### src/rtl/rca_word_sequencer.sv
// rca_word_sequencer: adds two WIDTH-bit words over one shared 4-bit ripple slice, LSB nibble first.
// Optional signed-overflow flag enabled by defining RCA_SEQ_OVF_EN. Rev 1.0
`default_nettype none

module rca_word_sequencer #(
  parameter int WIDTH = 16
) (
  input  logic             clk,
  input  logic             rst_n,
  input  logic             in_valid,
  output logic             in_ready,
  input  logic [WIDTH-1:0] a,
  input  logic [WIDTH-1:0] b,
  input  logic             cin,
  output logic             out_valid,
  input  logic             out_ready,
  output logic [WIDTH-1:0] sum,
  output logic             cout,
  output logic             ovf
);

  localparam int NCHUNK = WIDTH / 4;
  localparam int IDXW   = (NCHUNK > 1) ? $clog2(NCHUNK) : 1;
  localparam logic [IDXW-1:0] LAST_IDX = IDXW'(NCHUNK - 1);

  localparam logic [1:0] IDLE = 2'd0;
  localparam logic [1:0] RUN  = 2'd1;
  localparam logic [1:0] DONE = 2'd2;

  logic [1:0]       state;
  logic [WIDTH-1:0] a_q, b_q;
  logic             carry;
  logic [IDXW-1:0]  idx;

  logic [3:0] sl_a, sl_b, sl_s;
  logic [4:0] cc;

  assign in_ready  = (state == IDLE);
  assign out_valid = (state == DONE);

  // One 4-bit ripple-carry slice, shared by every nibble position.
  always_comb begin
    sl_a  = a_q[{idx, 2'b00} +: 4];
    sl_b  = b_q[{idx, 2'b00} +: 4];
    cc    = '0;
    sl_s  = '0;
    cc[0] = carry;
    for (int i = 0; i < 4; i++) begin
      sl_s[i]  = sl_a[i] ^ sl_b[i] ^ cc[i];
      cc[i+1]  = (sl_a[i] & sl_b[i]) | (cc[i] & (sl_a[i] ^ sl_b[i]));
    end
  end

  always_ff @(posedge clk) begin
    if (!rst_n) begin
      state <= IDLE;
      a_q   <= '0;
      b_q   <= '0;
      carry <= 1'b0;
      idx   <= '0;
      sum   <= '0;
      cout  <= 1'b0;
    end else begin
      case (state)
        IDLE: begin
          if (in_valid) begin
            a_q   <= a;
            b_q   <= b;
            carry <= cin;
            idx   <= '0;
            state <= RUN;
          end
        end
        RUN: begin
          sum[{idx, 2'b00} +: 4] <= sl_s;
          carry <= cc[4];
          idx   <= idx + 1'b1;
          if (idx == LAST_IDX) begin
            cout  <= cc[4];
            state <= DONE;
          end
        end
        DONE: begin
          if (out_ready) state <= IDLE;
        end
        default: state <= IDLE;
      endcase
    end
  end

`ifdef RCA_SEQ_OVF_EN
  logic ovf_q;
  // The final sum MSB is this cycle's slice bit 3, not yet visible in sum.
  always_ff @(posedge clk) begin
    if (!rst_n) begin
      ovf_q <= 1'b0;
    end else if (state == RUN && idx == LAST_IDX) begin
      ovf_q <= (a_q[WIDTH-1] == b_q[WIDTH-1]) && (sl_s[3] != a_q[WIDTH-1]);
    end else if (state == DONE && out_ready) begin
      ovf_q <= 1'b0;
    end
  end
  assign ovf = ovf_q;
`else
  assign ovf = 1'b0;
`endif

endmodule

`default_nettype wire

### config.mk
export PLATFORM = sky130hd
export DESIGN_NAME = rca_word_sequencer
export DESIGN_NICKNAME = d
export VERILOG_FILES = /design/src/rtl/rca_word_sequencer.sv
export SDC_FILE = /design/constraint.sdc
export NUM_CORES = 1
export LEC_CHECK = 0
export CORE_MARGIN = 2
export CORE_UTILIZATION = 46
export DETAILED_ROUTE_END_ITERATION = 10
export MAX_ROUTING_LAYER = met4
export PLACE_DENSITY = 0.75
export SYNTH_ARGS = -nofsm -noshare
export SYNTH_HDL_FRONTEND = slang
export SYNTH_SLANG_ARGS = --single-unit
### constraint.sdc
create_clock -name clk -period 3.2 [get_ports clk]
set_input_delay 0.64 -clock clk [delete_from_list [all_inputs] [get_ports clk]]
set_output_delay 0.64 -clock clk [all_outputs]
set_load 0.01 [all_outputs]
==> impl_metrics.toml <==
[status]
status = "finished clean"

[place]
place_area_um2 = 3080
gp_congestion = 0.8702
preCtsSetupSlack_ns = 0.3268
hpwl_mm = 3.816
portBuffers = 55

[yosys]
async_flop_share = 0
ys_warn_count = 0
ys_types = 33
syn_area_per_cell_um2 = 9.326
syn_area_um2 = 2509
synth_cells = 269
ys_seq_area_frac = 0.4309
synth_edf_count = 0
ys_top_cells_by_area = "dfxtp_1, nand2_1, mux4_2"
synth.most_common_cell = "nand2_1"
netlist_top_cells_count = "nand2_1, dfxtp_1, a21boi_0"
ys_seq_elements = 54
yosysTopAreaCell = "dfxtp_1"
synth_flop_cell = "dfxtp_1"
yosysTopAreaCellShare = 0.4309
synthesis.nets = 316

[power_and_ir_drop]
p_per_area_nw_per_um2 = 418.8
peakVddDrop_mv = 0.2483
leakage_uw = 0.001159

[cells_and_area]
final_core_util = 0.6132
fillerInstances = 459
syn2layout_area_growth_pct = 26.43
layout-drive-gt1-share = 0.09346
register_area_um2 = 1081
fin_nets = 367
antennaDiodeCount = 0
fin_area_um2 = 3172
multiInputGateArea_um2 = 1267

[timing]
min_period_ns = 2.861
period_share = 0.8941
max_freq_mhz = 349.5
rsz0062_at_grt = "false"
fin_ws_ns = 0.3388
setup_viol = 0
drv_slew = 0
holdWs_ns = 0.4560
fin_setup_tns_ns = 0
hold_viol_final = 0
fin_skew_ns = 0.007015

[worst_setup_path]
cp.required_ns = 3.42
max_stage_delay_ns = 0.51
crit_slowest_cell = "mux4_2"
crit_cells = 11
r2r_cells = 11
arrival_ns = 3.08
critPathTopFamily = "adder cells"
critPathMaxFanout = 4
worstSetupPathType = "reg -> reg"
critPathLaunchType = "register"
end_kind = "register"
crit_buf_inv = 4
crit_path_cell_trace = "mux4_2 > inv_1 > fa_1 > inv_1 > fa_1 > inv_1 > fa_1 > inv_1 > fa_1 > nand2_1 > o32ai_1"

[clock_tree]
cts_tree = "yes"
post_cts_resized = 0
post-cts-setup-buffers = 0
clk_pin_slew_worst_paths_ns = 0.09
insertion_delay_ns = 0.30
clock_sinks = 54
cts_buffers = 5
clockRootBuffer = "clkbuf_8"
clk_path_buf_depth = 2
postCtsHoldBufs = 0
cts.htree.levels = 2

[min_path]
hp-class = "reg -> reg"
hold_depth = 2

[floorplan]
core_um2 = 5172
die_h_um = 77.85
initial_core_util = 0.4850
dieArea_um2 = 6061
io_pins = 57
rows = 26
chipWidth_um = 77.85

[route]
drt-initial-drc-count = 128
final_antenna_net_count = 0
routed_via_density = 5.082
drt-wirelength-per-cell_um = 13.12
routed_wirelength_mm = 5.130
first_pass_iters = 4
route.detailed.drc = 0
via_count = 1987

[grt]
grt_first_pass_wirelength_mm = 8.659
antenna_found_initial = 0
grt_start_max_net_pins = 37
grt_overflow = 0
grt.total_usage = 0.1821
grt_pass1_vias = 1878

[job]
drv_cap = 0
sequential cells by signal, summed over array words and instances, names as in the netlist:
signal / count
sum: 16
b_q: 16
carry: 1
idx: 2
a_q: 16
cout: 1
state: 2
metal layers:
layer  vias to the layer above  share of wire  track usage
met1                       920           0.45       0.2321
met2                        54           0.49       0.2966
met3                        13          0.043      0.02907
met4                         0          0.020      0.05893
li1                       1000              -            -
met5                         -              0            -
path summary, 6_finish.rpt:
| path | slack (ns) | endpoint | startpoint |
|---|---|---|---|
| hold reg to reg | 0.46 | a_q[3]$_SDFFE_PN0P_ | a_q[3]$_SDFFE_PN0P_ |
| setup reg to reg | 0.34 | sum[7]$_SDFFE_PN0P_ | idx[0]$_SDFFE_PN0P_ |
| hold / removal | 0.46 | a_q[3]$_SDFFE_PN0P_ | a_q[3]$_SDFFE_PN0P_ |
| setup / recovery | 0.34 | sum[7]$_SDFFE_PN0P_ | idx[0]$_SDFFE_PN0P_ |
per-stage QoR:
step / std cells / total power (uW)
floorplan: 269 / 876.3
global placement: 383 / 952.5
detailed placement: 383 / 960.3
CTS: 391 / 1339
global route: 391 / 1398
finish: 391 / 1328
area by class of cell:
class	instances	area share
multi-input cells	186	0.3996
flip-flops and latches	54	0.3408
repair buffers	62	0.1901
well taps	70	0.02761
clock inverters	1	0.001578
inverters	11	0.01302
clock buffers	7	0.02722
cell families (layout without fill, tap and decap cells):
kind of cell | count (synthesis) | after routing | share of synthesized area
fa+ha+maj | 10 | 10 | 0.06185
buf+inv | 29 | 81 | 0.06383
flops | 54 | 54 | 0.4309
compound gates | 55 | 55 | 0.1651
simple gates | 112 | 112 | 0.2050
mux | 8 | 8 | 0.07182
other cells | 1 | 1 | 0.001495
worst min-delay path: stages, from the launching register on:
cell	delay, ns
dfxtp_1	0.32
nand2_1	0.05
a21boi_1	0.05
where the power goes:
part	total, uW	switching [uW]	internal (uW)	leakage [uW]
clock	384	209	175	0.0000482
sequential	725	22.4	703	0.000441
combinational	219	104	115	0.000670
cells in the final DEF, fill, tap and decap left out, drive strengths merged, types with 7 or more instances in the layout:
| master | Yosys | layout |
|---|---|---|
| clkdlybuf4s50 | 0 | 55 |
| dfxtp | 54 | 54 |
| o22ai | 8 | 8 |
| mux4 | 8 | 8 |
| o32ai | 8 | 8 |
| a21boi | 35 | 35 |
| clkbuf | 6 | 7 |
| buf | 12 | 7 |
| nand2 | 88 | 88 |
| inv | 11 | 11 |
(Power assumes the default switching activity.)
